<file path="config.mk">
export PLATFORM = sky130hd
export DESIGN_NAME = pipe_hazard_ctrl_flat
export DESIGN_NICKNAME = d
export VERILOG_FILES = /design/src/rtl/cpu_pipe_pkg.sv /design/src/rtl/pipe_hazard_ctrl_if.sv /design/src/rtl/pipe_fwd_unit.sv /design/src/rtl/pipe_hazard_ctrl.sv /design/src/flat_wrapper.sv
export SDC_FILE = /design/constraint.sdc
export NUM_CORES = 1
export LEC_CHECK = 0
export CAP_MARGIN = 20
export CORE_ASPECT_RATIO = 2
export CORE_MARGIN = 2
export CORE_UTILIZATION = 35
export DETAILED_ROUTE_END_ITERATION = 16
export PLACE_DENSITY = 0.68
export SYNTH_ARGS = -nofsm -noshare
export SYNTH_HDL_FRONTEND = slang
export SYNTH_HIERARCHICAL = 1
export SYNTH_SLANG_ARGS = --single-unit
</file>
<file path="constraint.sdc">
create_clock -name clk -period 2.6 [get_ports clk]
set_input_delay 0.52 -clock clk [delete_from_list [all_inputs] [get_ports clk]]
set_output_delay 0.52 -clock clk [all_outputs]
set_load 0.005 [all_outputs]
</file>
<file path="src/rtl/cpu_pipe_pkg.sv">
// Shared types and constants for the 5-stage 16-bit pipeline control.
//   REG_AW       register address width, shared with the pipe registers
//   MEM_TIMEOUT  wait cycles without dmem_ack before the controller gives up
//   CNT_W        width of the stall counter
//   ctrl_state_t hazard controller states
//   fwd_sel_t    EX operand source select
package cpu_pipe_pkg;

  localparam int REG_AW      = 5;
  localparam int MEM_TIMEOUT = 15;
  localparam int CNT_W       = 16;

  typedef enum logic [1:0] {
    RUN      = 2'd0,
    MEM_WAIT = 2'd1,
    ERR      = 2'd2
  } ctrl_state_t;

  typedef enum logic [1:0] {
    FWD_RF  = 2'b00,
    FWD_MEM = 2'b01,
    FWD_WB  = 2'b10
  } fwd_sel_t;

endpackage

</file>
<file path="src/rtl/pipe_hazard_ctrl_if.sv">
// Bundle of everything the hazard controller sees from and drives into the pipe.
//   master : the hazard controller (reads stage info, drives enables/flushes/fwd/dmem_req)
//   slave  : the pipeline side (drives stage info, reads the controls)
interface pipe_hazard_ctrl_if
  import cpu_pipe_pkg::*;
#(
  parameter int REG_AW = cpu_pipe_pkg::REG_AW,
  parameter int CNT_W  = cpu_pipe_pkg::CNT_W
);

  logic [REG_AW-1:0] id_ra1, id_ra2;
  logic              id_use1, id_use2;
  logic [REG_AW-1:0] ex_ra1, ex_ra2, ex_wa;
  logic              ex_we, ex_load;
  logic [REG_AW-1:0] mem_wa;
  logic              mem_we;
  logic [REG_AW-1:0] wb_wa;
  logic              wb_we;
  logic              br_taken;
  logic              mem_acc;
  logic              dmem_ack;

  logic              en_if, en_id, en_ex, en_mem;
  logic              flush_id, flush_ex;
  fwd_sel_t          fwd_a, fwd_b;
  logic              dmem_req;
  logic              mem_timeout;
  logic [CNT_W-1:0]  stall_cnt;

  modport master (
    input  id_ra1, id_ra2, id_use1, id_use2,
    input  ex_ra1, ex_ra2, ex_wa, ex_we, ex_load,
    input  mem_wa, mem_we, wb_wa, wb_we,
    input  br_taken, mem_acc, dmem_ack,
    output en_if, en_id, en_ex, en_mem,
    output flush_id, flush_ex,
    output fwd_a, fwd_b,
    output dmem_req, mem_timeout, stall_cnt
  );

  modport slave (
    output id_ra1, id_ra2, id_use1, id_use2,
    output ex_ra1, ex_ra2, ex_wa, ex_we, ex_load,
    output mem_wa, mem_we, wb_wa, wb_we,
    output br_taken, mem_acc, dmem_ack,
    input  en_if, en_id, en_ex, en_mem,
    input  flush_id, flush_ex,
    input  fwd_a, fwd_b,
    input  dmem_req, mem_timeout, stall_cnt
  );

endinterface

</file>
<file path="src/rtl/pipe_fwd_unit.sv">
// Forwarding select for one EX source operand.
//   ex_ra          source register read by the instruction in EX
//   mem_wa/mem_we  destination of the instruction in MEM
//   wb_wa/wb_we    destination of the instruction in WB
//   sel            FWD_MEM, FWD_WB or FWD_RF; MEM is younger so it wins, r0 never forwards
module pipe_fwd_unit
  import cpu_pipe_pkg::*;
#(
  parameter int REG_AW = cpu_pipe_pkg::REG_AW
) (
  input  logic [REG_AW-1:0] ex_ra,
  input  logic [REG_AW-1:0] mem_wa,
  input  logic              mem_we,
  input  logic [REG_AW-1:0] wb_wa,
  input  logic              wb_we,
  output fwd_sel_t          sel
);

  always_comb begin
    sel = FWD_RF;
    if (mem_we && (mem_wa != '0) && (mem_wa == ex_ra)) begin
      sel = FWD_MEM;
    end else if (wb_we && (wb_wa != '0) && (wb_wa == ex_ra)) begin
      sel = FWD_WB;
    end
  end

endmodule

</file>
<file path="src/rtl/pipe_hazard_ctrl.sv">
// Central sequencer for the IF/ID, ID/EX, EX/MEM and MEM/WB pipe registers.
// Drives stage enables and bubble flushes, detects load-use hazards, selects EX
// operand forwarding and freezes the pipe while data memory is outstanding.
//   clk  rising-edge clock
//   rst  asynchronous reset, active low
//   bus  pipe_hazard_ctrl_if.master (stage info in, pipe controls out)
//
//   state    | meaning
//   ---------+-----------------------------------------------------------
//   RUN      | pipe advances; branch/load-use handled; dmem_req = mem_acc
//   MEM_WAIT | whole pipe frozen until dmem_ack, counting wait cycles
//   ERR      | memory never answered; pipe frozen, mem_timeout up until reset
module pipe_hazard_ctrl
  import cpu_pipe_pkg::*;
#(
  parameter int REG_AW      = cpu_pipe_pkg::REG_AW,
  parameter int MEM_TIMEOUT = cpu_pipe_pkg::MEM_TIMEOUT,
  parameter int CNT_W       = cpu_pipe_pkg::CNT_W
) (
  input  logic                clk,
  input  logic                rst,
  pipe_hazard_ctrl_if.master  bus
);

  localparam int WCNT_W = $clog2(MEM_TIMEOUT + 1);

  ctrl_state_t       state_q, state_d;
  logic [WCNT_W-1:0] wcnt_q, wcnt_d;
  logic              started_q;
  logic [CNT_W-1:0]  stall_q;

  fwd_sel_t fwd_a_raw, fwd_b_raw;
  logic     load_use;
  logic     freeze;
  logic     req;
  logic     en_if, en_id, en_ex, en_mem;
  logic     flush_id, flush_ex;

  pipe_fwd_unit #(.REG_AW(REG_AW)) u_fwd_a (
    .ex_ra  (bus.ex_ra1),
    .mem_wa (bus.mem_wa),
    .mem_we (bus.mem_we),
    .wb_wa  (bus.wb_wa),
    .wb_we  (bus.wb_we),
    .sel    (fwd_a_raw)
  );

  pipe_fwd_unit #(.REG_AW(REG_AW)) u_fwd_b (
    .ex_ra  (bus.ex_ra2),
    .mem_wa (bus.mem_wa),
    .mem_we (bus.mem_we),
    .wb_wa  (bus.wb_wa),
    .wb_we  (bus.wb_we),
    .sel    (fwd_b_raw)
  );

  assign load_use = bus.ex_load && bus.ex_we && (bus.ex_wa != '0) &&
                    ((bus.id_use1 && (bus.id_ra1 == bus.ex_wa)) ||
                     (bus.id_use2 && (bus.id_ra2 == bus.ex_wa)));

  // started_q holds every output quiet until the first clock after reset release.
  // The dmem_ack cycle in MEM_WAIT is treated as an unfrozen cycle, so a branch or
  // load-use sitting in the frozen EX/ID stages is acted on as the pipe resumes.
  always_comb begin
    state_d = state_q;
    wcnt_d  = wcnt_q;
    freeze  = 1'b1;
    req     = 1'b0;
    if (started_q) begin
      unique case (state_q)
        RUN: begin
          req    = bus.mem_acc;
          freeze = bus.mem_acc && !bus.dmem_ack;
          if (freeze) begin
            state_d = MEM_WAIT;
            wcnt_d  = '0;
          end
        end
        MEM_WAIT: begin
          req = 1'b1;
          if (bus.dmem_ack) begin
            freeze  = 1'b0;
            state_d = RUN;
            wcnt_d  = '0;
          end else begin
            wcnt_d = wcnt_q + WCNT_W'(1);
            if (wcnt_q == WCNT_W'(MEM_TIMEOUT - 1)) begin
              state_d = ERR;
            end
          end
        end
        default: begin
          state_d = ERR;
        end
      endcase
    end

    en_if    = 1'b0;
    en_id    = 1'b0;
    en_ex    = 1'b0;
    en_mem   = 1'b0;
    flush_id = 1'b0;
    flush_ex = 1'b0;
    if (!freeze) begin
      en_ex  = 1'b1;
      en_mem = 1'b1;
      if (bus.br_taken) begin
        en_if    = 1'b1;
        en_id    = 1'b1;
        flush_id = 1'b1;
        flush_ex = 1'b1;
      end else if (load_use) begin
        flush_ex = 1'b1;
      end else begin
        en_if = 1'b1;
        en_id = 1'b1;
      end
    end
  end

  always_ff @(posedge clk or negedge rst) begin
    if (!rst) begin
      state_q   <= RUN;
      wcnt_q    <= '0;
      started_q <= 1'b0;
      stall_q   <= '0;
    end else begin
      started_q <= 1'b1;
      state_q   <= state_d;
      wcnt_q    <= wcnt_d;
      if (!en_if && (stall_q != '1)) begin
        stall_q <= stall_q + CNT_W'(1);
      end
    end
  end

  assign bus.en_if       = en_if;
  assign bus.en_id       = en_id;
  assign bus.en_ex       = en_ex;
  assign bus.en_mem      = en_mem;
  assign bus.flush_id    = flush_id;
  assign bus.flush_ex    = flush_ex;
  assign bus.fwd_a       = started_q ? fwd_a_raw : FWD_RF;
  assign bus.fwd_b       = started_q ? fwd_b_raw : FWD_RF;
  assign bus.dmem_req    = req;
  assign bus.mem_timeout = (state_q == ERR);
  assign bus.stall_cnt   = stall_q;

endmodule

</file>
<file path="src/flat_wrapper.sv">
// flat-port wrapper written by rule: the top's interface ports become plain ports
module pipe_hazard_ctrl_flat import cpu_pipe_pkg::*;
#(
  parameter int REG_AW      = cpu_pipe_pkg::REG_AW,
  parameter int MEM_TIMEOUT = cpu_pipe_pkg::MEM_TIMEOUT,
  parameter int CNT_W       = cpu_pipe_pkg::CNT_W
)
  (clk, rst, bus_id_ra1, bus_id_ra2, bus_id_use1, bus_id_use2, bus_ex_ra1, bus_ex_ra2, bus_ex_wa, bus_ex_we, bus_ex_load, bus_mem_wa, bus_mem_we, bus_wb_wa, bus_wb_we, bus_br_taken, bus_mem_acc, bus_dmem_ack, bus_en_if, bus_en_id, bus_en_ex, bus_en_mem, bus_flush_id, bus_flush_ex, bus_fwd_a, bus_fwd_b, bus_dmem_req, bus_mem_timeout, bus_stall_cnt);
  pipe_hazard_ctrl_if #(.REG_AW(REG_AW), .CNT_W(CNT_W)) bus_i ();
  input  logic clk;
  input  logic rst;
  input wire logic [$bits(bus_i.id_ra1)-1:0] bus_id_ra1;
  input wire logic [$bits(bus_i.id_ra2)-1:0] bus_id_ra2;
  input wire logic [$bits(bus_i.id_use1)-1:0] bus_id_use1;
  input wire logic [$bits(bus_i.id_use2)-1:0] bus_id_use2;
  input wire logic [$bits(bus_i.ex_ra1)-1:0] bus_ex_ra1;
  input wire logic [$bits(bus_i.ex_ra2)-1:0] bus_ex_ra2;
  input wire logic [$bits(bus_i.ex_wa)-1:0] bus_ex_wa;
  input wire logic [$bits(bus_i.ex_we)-1:0] bus_ex_we;
  input wire logic [$bits(bus_i.ex_load)-1:0] bus_ex_load;
  input wire logic [$bits(bus_i.mem_wa)-1:0] bus_mem_wa;
  input wire logic [$bits(bus_i.mem_we)-1:0] bus_mem_we;
  input wire logic [$bits(bus_i.wb_wa)-1:0] bus_wb_wa;
  input wire logic [$bits(bus_i.wb_we)-1:0] bus_wb_we;
  input wire logic [$bits(bus_i.br_taken)-1:0] bus_br_taken;
  input wire logic [$bits(bus_i.mem_acc)-1:0] bus_mem_acc;
  input wire logic [$bits(bus_i.dmem_ack)-1:0] bus_dmem_ack;
  output wire logic [$bits(bus_i.en_if)-1:0] bus_en_if;
  output wire logic [$bits(bus_i.en_id)-1:0] bus_en_id;
  output wire logic [$bits(bus_i.en_ex)-1:0] bus_en_ex;
  output wire logic [$bits(bus_i.en_mem)-1:0] bus_en_mem;
  output wire logic [$bits(bus_i.flush_id)-1:0] bus_flush_id;
  output wire logic [$bits(bus_i.flush_ex)-1:0] bus_flush_ex;
  output wire logic [$bits(bus_i.fwd_a)-1:0] bus_fwd_a;
  output wire logic [$bits(bus_i.fwd_b)-1:0] bus_fwd_b;
  output wire logic [$bits(bus_i.dmem_req)-1:0] bus_dmem_req;
  output wire logic [$bits(bus_i.mem_timeout)-1:0] bus_mem_timeout;
  output wire logic [$bits(bus_i.stall_cnt)-1:0] bus_stall_cnt;
  assign bus_i.id_ra1 = bus_id_ra1;
  assign bus_i.id_ra2 = bus_id_ra2;
  assign bus_i.id_use1 = bus_id_use1;
  assign bus_i.id_use2 = bus_id_use2;
  assign bus_i.ex_ra1 = bus_ex_ra1;
  assign bus_i.ex_ra2 = bus_ex_ra2;
  assign bus_i.ex_wa = bus_ex_wa;
  assign bus_i.ex_we = bus_ex_we;
  assign bus_i.ex_load = bus_ex_load;
  assign bus_i.mem_wa = bus_mem_wa;
  assign bus_i.mem_we = bus_mem_we;
  assign bus_i.wb_wa = bus_wb_wa;
  assign bus_i.wb_we = bus_wb_we;
  assign bus_i.br_taken = bus_br_taken;
  assign bus_i.mem_acc = bus_mem_acc;
  assign bus_i.dmem_ack = bus_dmem_ack;
  assign bus_en_if = bus_i.en_if;
  assign bus_en_id = bus_i.en_id;
  assign bus_en_ex = bus_i.en_ex;
  assign bus_en_mem = bus_i.en_mem;
  assign bus_flush_id = bus_i.flush_id;
  assign bus_flush_ex = bus_i.flush_ex;
  assign bus_fwd_a = bus_i.fwd_a;
  assign bus_fwd_b = bus_i.fwd_b;
  assign bus_dmem_req = bus_i.dmem_req;
  assign bus_mem_timeout = bus_i.mem_timeout;
  assign bus_stall_cnt = bus_i.stall_cnt;
  pipe_hazard_ctrl #(.REG_AW(REG_AW), .MEM_TIMEOUT(MEM_TIMEOUT), .CNT_W(CNT_W)) u_core (.clk(clk), .rst(rst), .bus(bus_i));
endmodule
</file>
; Yosys cells after proc, flatten, opt, wreduce, memory -nomap -nowiden
; Cells that the tools add are included.
[word_totals]
input_bits = 46
regBits = 23
wordCells = 68
[op_classes]
eq_ne = 12
addsub = 2
n_mux = 27
reduce_logical = 23
[op_table]
columns = op, count
row1 = 5-bit equality test, 6
row2 = 2-bit 2-to-1 mux, 9
row3 = "16-bit by 1-bit adder with 16-bit output, second input constant", 1
row4 = "16-bit inequality test, second input constant", 1
row5 = 5-bit nonzero test, 3
row6 = 1-bit logical AND, 13
row7 = 1-bit 2-to-1 mux, 12
row8 = 4-bit 2-to-1 mux, 2
row9 = 4-bit one-hot mux with 2 select lines, 1
row10 = 3-bit AND reduction, 2
row11 = "4-bit by 1-bit adder with 4-bit output, second input constant", 1
row12 = "4-bit equality test, second input constant", 1
row13 = 1-bit one-hot mux with 2 select lines, 2
row14 = 2-bit one-hot mux with 2 select lines, 1
row15 = "3-bit by 2-bit inequality test with 1-bit output, second input constant", 1
row16 = "2-bit by 1-bit equality test with 1-bit output, second input constant", 1
row17 = "2-bit equality test, second input constant", 1
row18 = 1-bit logical NOT, 2
row19 = 2-bit logical NOT, 1
row20 = "2-bit by 1-bit inequality test with 1-bit output, second input constant", 1
row21 = 2-bit nonzero test, 1
row22 = 1-bit logical OR, 1

; Logic depth before layout (Yosys ltp)
[logic_depth]
depth_word = 9
mapped_depth = 8
ltp_nobuf = 7

; Hierarchy
; Netlist, hierarchy kept.
[by_module_without_submodules]
columns = mod, cells_each, area_each_um2, seq_area_each_um2, n_inst
row1 = pipe_hazard_ctrl, 137, 1337.5, 575.6, 1
row2 = pipe_fwd_unit, 20, 151.4, 0.0, 2

; Least setup slack after synthesis
; No wires, ideal clock.
[synth_path]
path_kind = in2out
startpoint = input port bus_ex_wa[1]
endpoint = output port bus_en_if
path_slack_ps = 348
required_time_ps = 2080
stages = 5
arrival_time_ps = 1732
cell_sequence = or4_1 > o211ai_2 > nor2_1 > a21oi_1 > buf_4
[synth_between]
elab_chain_cells = 7
word_cells_on_any_way = 11
classes_between = eq/ne (2) / mux (3) / reduce/logical (6)
[synth_lines]
columns = element, line
row1 = from (decl), flat_wrapper.sv:18  ; input wire logic [$bits(bus_i.ex_wa)-1:0] bus_ex_wa;
row2 = 5-bit equality test (on tied branches), "pipe_hazard_ctrl.sv:58, pipe_hazard_ctrl.sv:59"
row3 = 1-bit logical AND (on tied branches), "pipe_hazard_ctrl.sv:58, pipe_hazard_ctrl.sv:59"
row4 = 1-bit logical OR, pipe_hazard_ctrl.sv:58  ; ((bus.id_use1 && (bus.id_ra1 == bus.ex_wa)) ||
row5 = 1-bit logical AND *, pipe_hazard_ctrl.sv:57  ; assign load_use = bus.ex_load && bus.ex_we && (bus.ex_wa != '0) &&
row6 = 1-bit 2-to-1 mux * (3 in a row), --
row7 = to (decl), flat_wrapper.sv:28  ; output wire logic [$bits(bus_i.en_if)-1:0] bus_en_if;
; Mark *: on every way between the ends. The rest lies on a longest branch, timed or not.

; Final worst setup path
[layout_path]
startpoint = input port bus_mem_wa[0]
endpoint = output port bus_fwd_b[1]
[layout_between]
elab_chain_cells = 5
word_cells_on_any_way = 6
classes_between = eq/ne (1) / mux (2) / reduce/logical (3)
[layout_lines]
columns = element, line
row1 = from (decl), flat_wrapper.sv:21  ; input wire logic [$bits(bus_i.mem_wa)-1:0] bus_mem_wa;
row2 = 5-bit nonzero test, pipe_fwd_unit.sv:21  ; if (mem_we && (mem_wa != '0) && (mem_wa == ex_ra)) begin
row3 = 1-bit logical AND, pipe_fwd_unit.sv:21
row4 = 1-bit logical AND *, pipe_fwd_unit.sv:21
row5 = 2-bit 2-to-1 mux *, pipe_fwd_unit.sv:21
row6 = via u_core.fwd_b_raw[1], pipe_hazard_ctrl.sv:32  ; fwd_sel_t fwd_a_raw, fwd_b_raw;
row7 = 2-bit 2-to-1 mux *, pipe_hazard_ctrl.sv:144  ; assign bus.fwd_b = started_q ? fwd_b_raw : FWD_RF;
row8 = to (decl), flat_wrapper.sv:35  ; output wire logic [$bits(bus_i.fwd_b)-1:0] bus_fwd_b;
; The timed path passes the listed nets; every way through them passes the cells marked *.

==> out/summary.txt <==
Worst vdd rail ir drop -> 554 µV
Sw frac -> 31.5%
Final setup fails -> 0
Switching pwr -> 374 µW
Share of layout cells above drive strength 1 -> 17.8%
Setup Crit Path Kind -> in -> out
Leak -> 0.00125 µW
Final core occ -> 58.0%
Ys async rst share -> 100%
Vias -> 1616
Cell chosen for the clock root -> clkbuf_8
CP startpoint kind -> input port
Worst clock skew -> 0.00272 ns
Number of cell rows -> 35
Net count after synthesis -> 226
Hold WC Path Type -> reg -> reg
Number of nets with antenna violations after routing -> 0
Largest net degree at the start of global routing -> 24
R2R cell count -> 8
Synth-to-Final Area Change -> 60.9%
Mean Syn Cell Area -> 9.27 µm²
Yosys warnings -> 6
Number of global-route vias before repair -> 1664
Height of the chip -> 101 µm
Final Max Slew Viols -> 0
Crit path DAT -> 2.00 ns
CTS tree -> yes
CTS Sinks -> 23
Io pins -> 74
Total gr overflow -> 0
GRT Overall Usage -> 17.4%
Fin nets -> 325
Cells on Worst Hold Path -> 1
Ant diodes -> 0
Mapped Area -> 1640 µm²
First-pass GRT wire length -> 7.09 mm
Total wire length -> 4.42 mm
Crit. End Element -> output pin
1st-iter DRT viols -> 33
Clock slew seen by the registers of the worst setup and hold paths -> 0.08 ns
Total power -> 1190 µW
Core box area -> 4550 µm²
Worst-path maximum fanout -> 3
Combinational Power Share -> 39.3%
HPWL Detailed -> 3.59 mm
Initial antenna violation count -> 0
Routed WL per cell -> 13.4 µm
Sequential fraction of the synthesis area -> 35.1%
Status -> completed
Max cap viols -> 0
Fin crit period -> 2.52 ns
RSZ-0062 raised after global routing -> no
Number of enable flip-flop cells after synthesis -> 0
Clock latency reported for the late side of the worst-skew pair -> 0.26 ns
Routed vias/inst -> 4.90
#FFs+latches synth -> 23
Final Hold Fails -> 0
Cts-stage hold buffer count -> 0
Length of the first detailed-routing pass in iterations -> 4
CTS buffer count -> 3
Syn Inst Count -> 177
Clock Tree Buf Depth -> 2
Yosys cell types -> 36
Drt drc -> 0
Pwr per Cell Area -> 450 nW/µm²
Worst Path Required -> 2.08 ns
Tcrit/Tclk final -> 96.9%
Fin Hold WS -> 0.489 ns
# H-tree levels -> 1
Register share of total power -> 42.3%
Internal Power -> 814 µW
Die X -> 52.4 µm
Clk pwr share -> 18.4%
Die ar. -> 5280 µm²
Number of port buffers -> 73
Gpl congestion -> 0.734
Starting Density -> 36.0%
Fmax -> 0.397 GHz
Synth Flop Type -> dfrtp_1
-- registers in the layout, summed over array words and instances, names as in the netlist --
register,cells
u_core/bus.stall_cnt,16
u_core/started_q,1
u_core/state_q,2
u_core/wcnt_q,4
-- power by group through the flow --
stage / logic [µW] / clock network, µW / registers, µW
after floorplan: 195 / 0 / 500
after global placement: 467 / 0 / 510
after detailed placement: 477 / 0 / 509
after CTS: 470 / 229 / 504
after global routing: 513 / 238 / 515
final: 467 / 218 / 503
-- area by class of cell --
type                    instances  area, µm²
repair buffers                 97        877
clock buffers                   4       45.0
flip-flops and latches         23        576
multi-input cells             146       1050
well taps                      55       68.8
fillers                       437       1910
inverters                       5       18.8
-- final timing paths --
check	from	endpoint	slack [ns]
setup / recovery	bus_mem_wa[0]	bus_fwd_b[1]	0.08
hold / removal	u_core/bus.stall_cnt[11]$_DFFE_PN0P_	u_core/bus.stall_cnt[11]$_DFFE_PN0P_	0.49
setup reg to reg	u_core/bus.stall_cnt[0]$_DFFE_PN0P_	u_core/bus.stall_cnt[8]$_DFFE_PN0P_	0.49
hold reg to reg	u_core/bus.stall_cnt[11]$_DFFE_PN0P_	u_core/bus.stall_cnt[11]$_DFFE_PN0P_	0.49
max in group asynchronous	rst	u_core/wcnt_q[1]$_DFFE_PN0P_	1.76
min in group asynchronous	rst	u_core/bus.stall_cnt[2]$_DFFE_PN0P_	0.61
-- synthesized netlist by cell type (4+ instances only) --
library cell	instances	area [µm²]
a21oi_1	4	20.0
and2_1	5	31.3
dfrtp_1	23	576
inv_1	5	18.8
nand2_1	14	52.6
nand3_1	11	55.1
nand4_1	5	31.3
nor2_1	18	67.6
nor2b_1	4	25.0
nor3_1	7	35.0
o21ai_0	6	30.0
xnor2_1	21	184
xor2_1	20	175
-- cells in the final DEF (no fill, tap or decap), drive strengths merged, types with 4 or more instances in the layout --
| master | count |
|---|---|
| nand3 | 11 |
| xnor2 | 21 |
| clkdlybuf4s50 | 45 |
| and2 | 5 |
| nor3 | 9 |
| dlygate4sd2 | 23 |
| dfrtp | 23 |
| clkbuf | 5 |
| inv | 5 |
| o21ai | 6 |
| buf | 25 |
| nor2 | 18 |
| nor4 | 4 |
| a21oi | 4 |
| nand4 | 5 |
| nand2 | 14 |
| nor2b | 4 |
| xor2 | 20 |
-- metal layers --
| layer | vias up | share of wire, % | GRT usage [%] |
|---|---|---|---|
| met5 | - | 0 | 0 |
| met4 | 0 | 1.5 | 6.71 |
| met3 | 5 | 6.9 | 2.37 |
| met2 | 48 | 57 | 34.2 |
| met1 | 749 | 35 | 17.0 |
| li1 | 814 | - | - |
-- cell families after synthesis --
kind of cell	Yosys count	synth area share, %
AO/OA/AOI/OAI	24	12.7
XOR/XNOR	41	21.9
adder cells (fa/ha/maj)	3	2.29
buffers and inverters	8	2.75
flip-flops	23	35.1
multiplexers	2	1.37
other	1	0.229
AND/OR/NAND/NOR	75	23.7
-- per-stage QoR --
stage / setup WS (ns) / TNS, ns / cells / instance area [µm²]
global placement: -0.437 / -2.53 / 323 / 2570
floorplan: 0.348 / 0 / 177 / 1640
finish: 0.0801 / 0 / 330 / 2640
global route: 0.00280 / 0 / 330 / 2640
CTS: 0.0219 / 0 / 330 / 2620
detailed placement: -0.454 / -2.64 / 323 / 2570
-- what timing repair did --
item | in CTS | in global routing
setup endpoints to repair | 10 | 5
resized for setup | 34 | 8
pin swaps | 12 | 5
buffers inserted | 3 | 0
-- critical path, stage by stage --
cell and delay (ns):
dlygate4sd2_1 0.27, buf_4 0.15, xnor2_1 0.17, nand2_1 0.09, a211oi_2 0.21, buf_4 0.15
nor3_2 0.03, and2_1 0.15, dlygate4sd2_1 0.26
No activity file was read; power rests on OpenSTA's default activity.
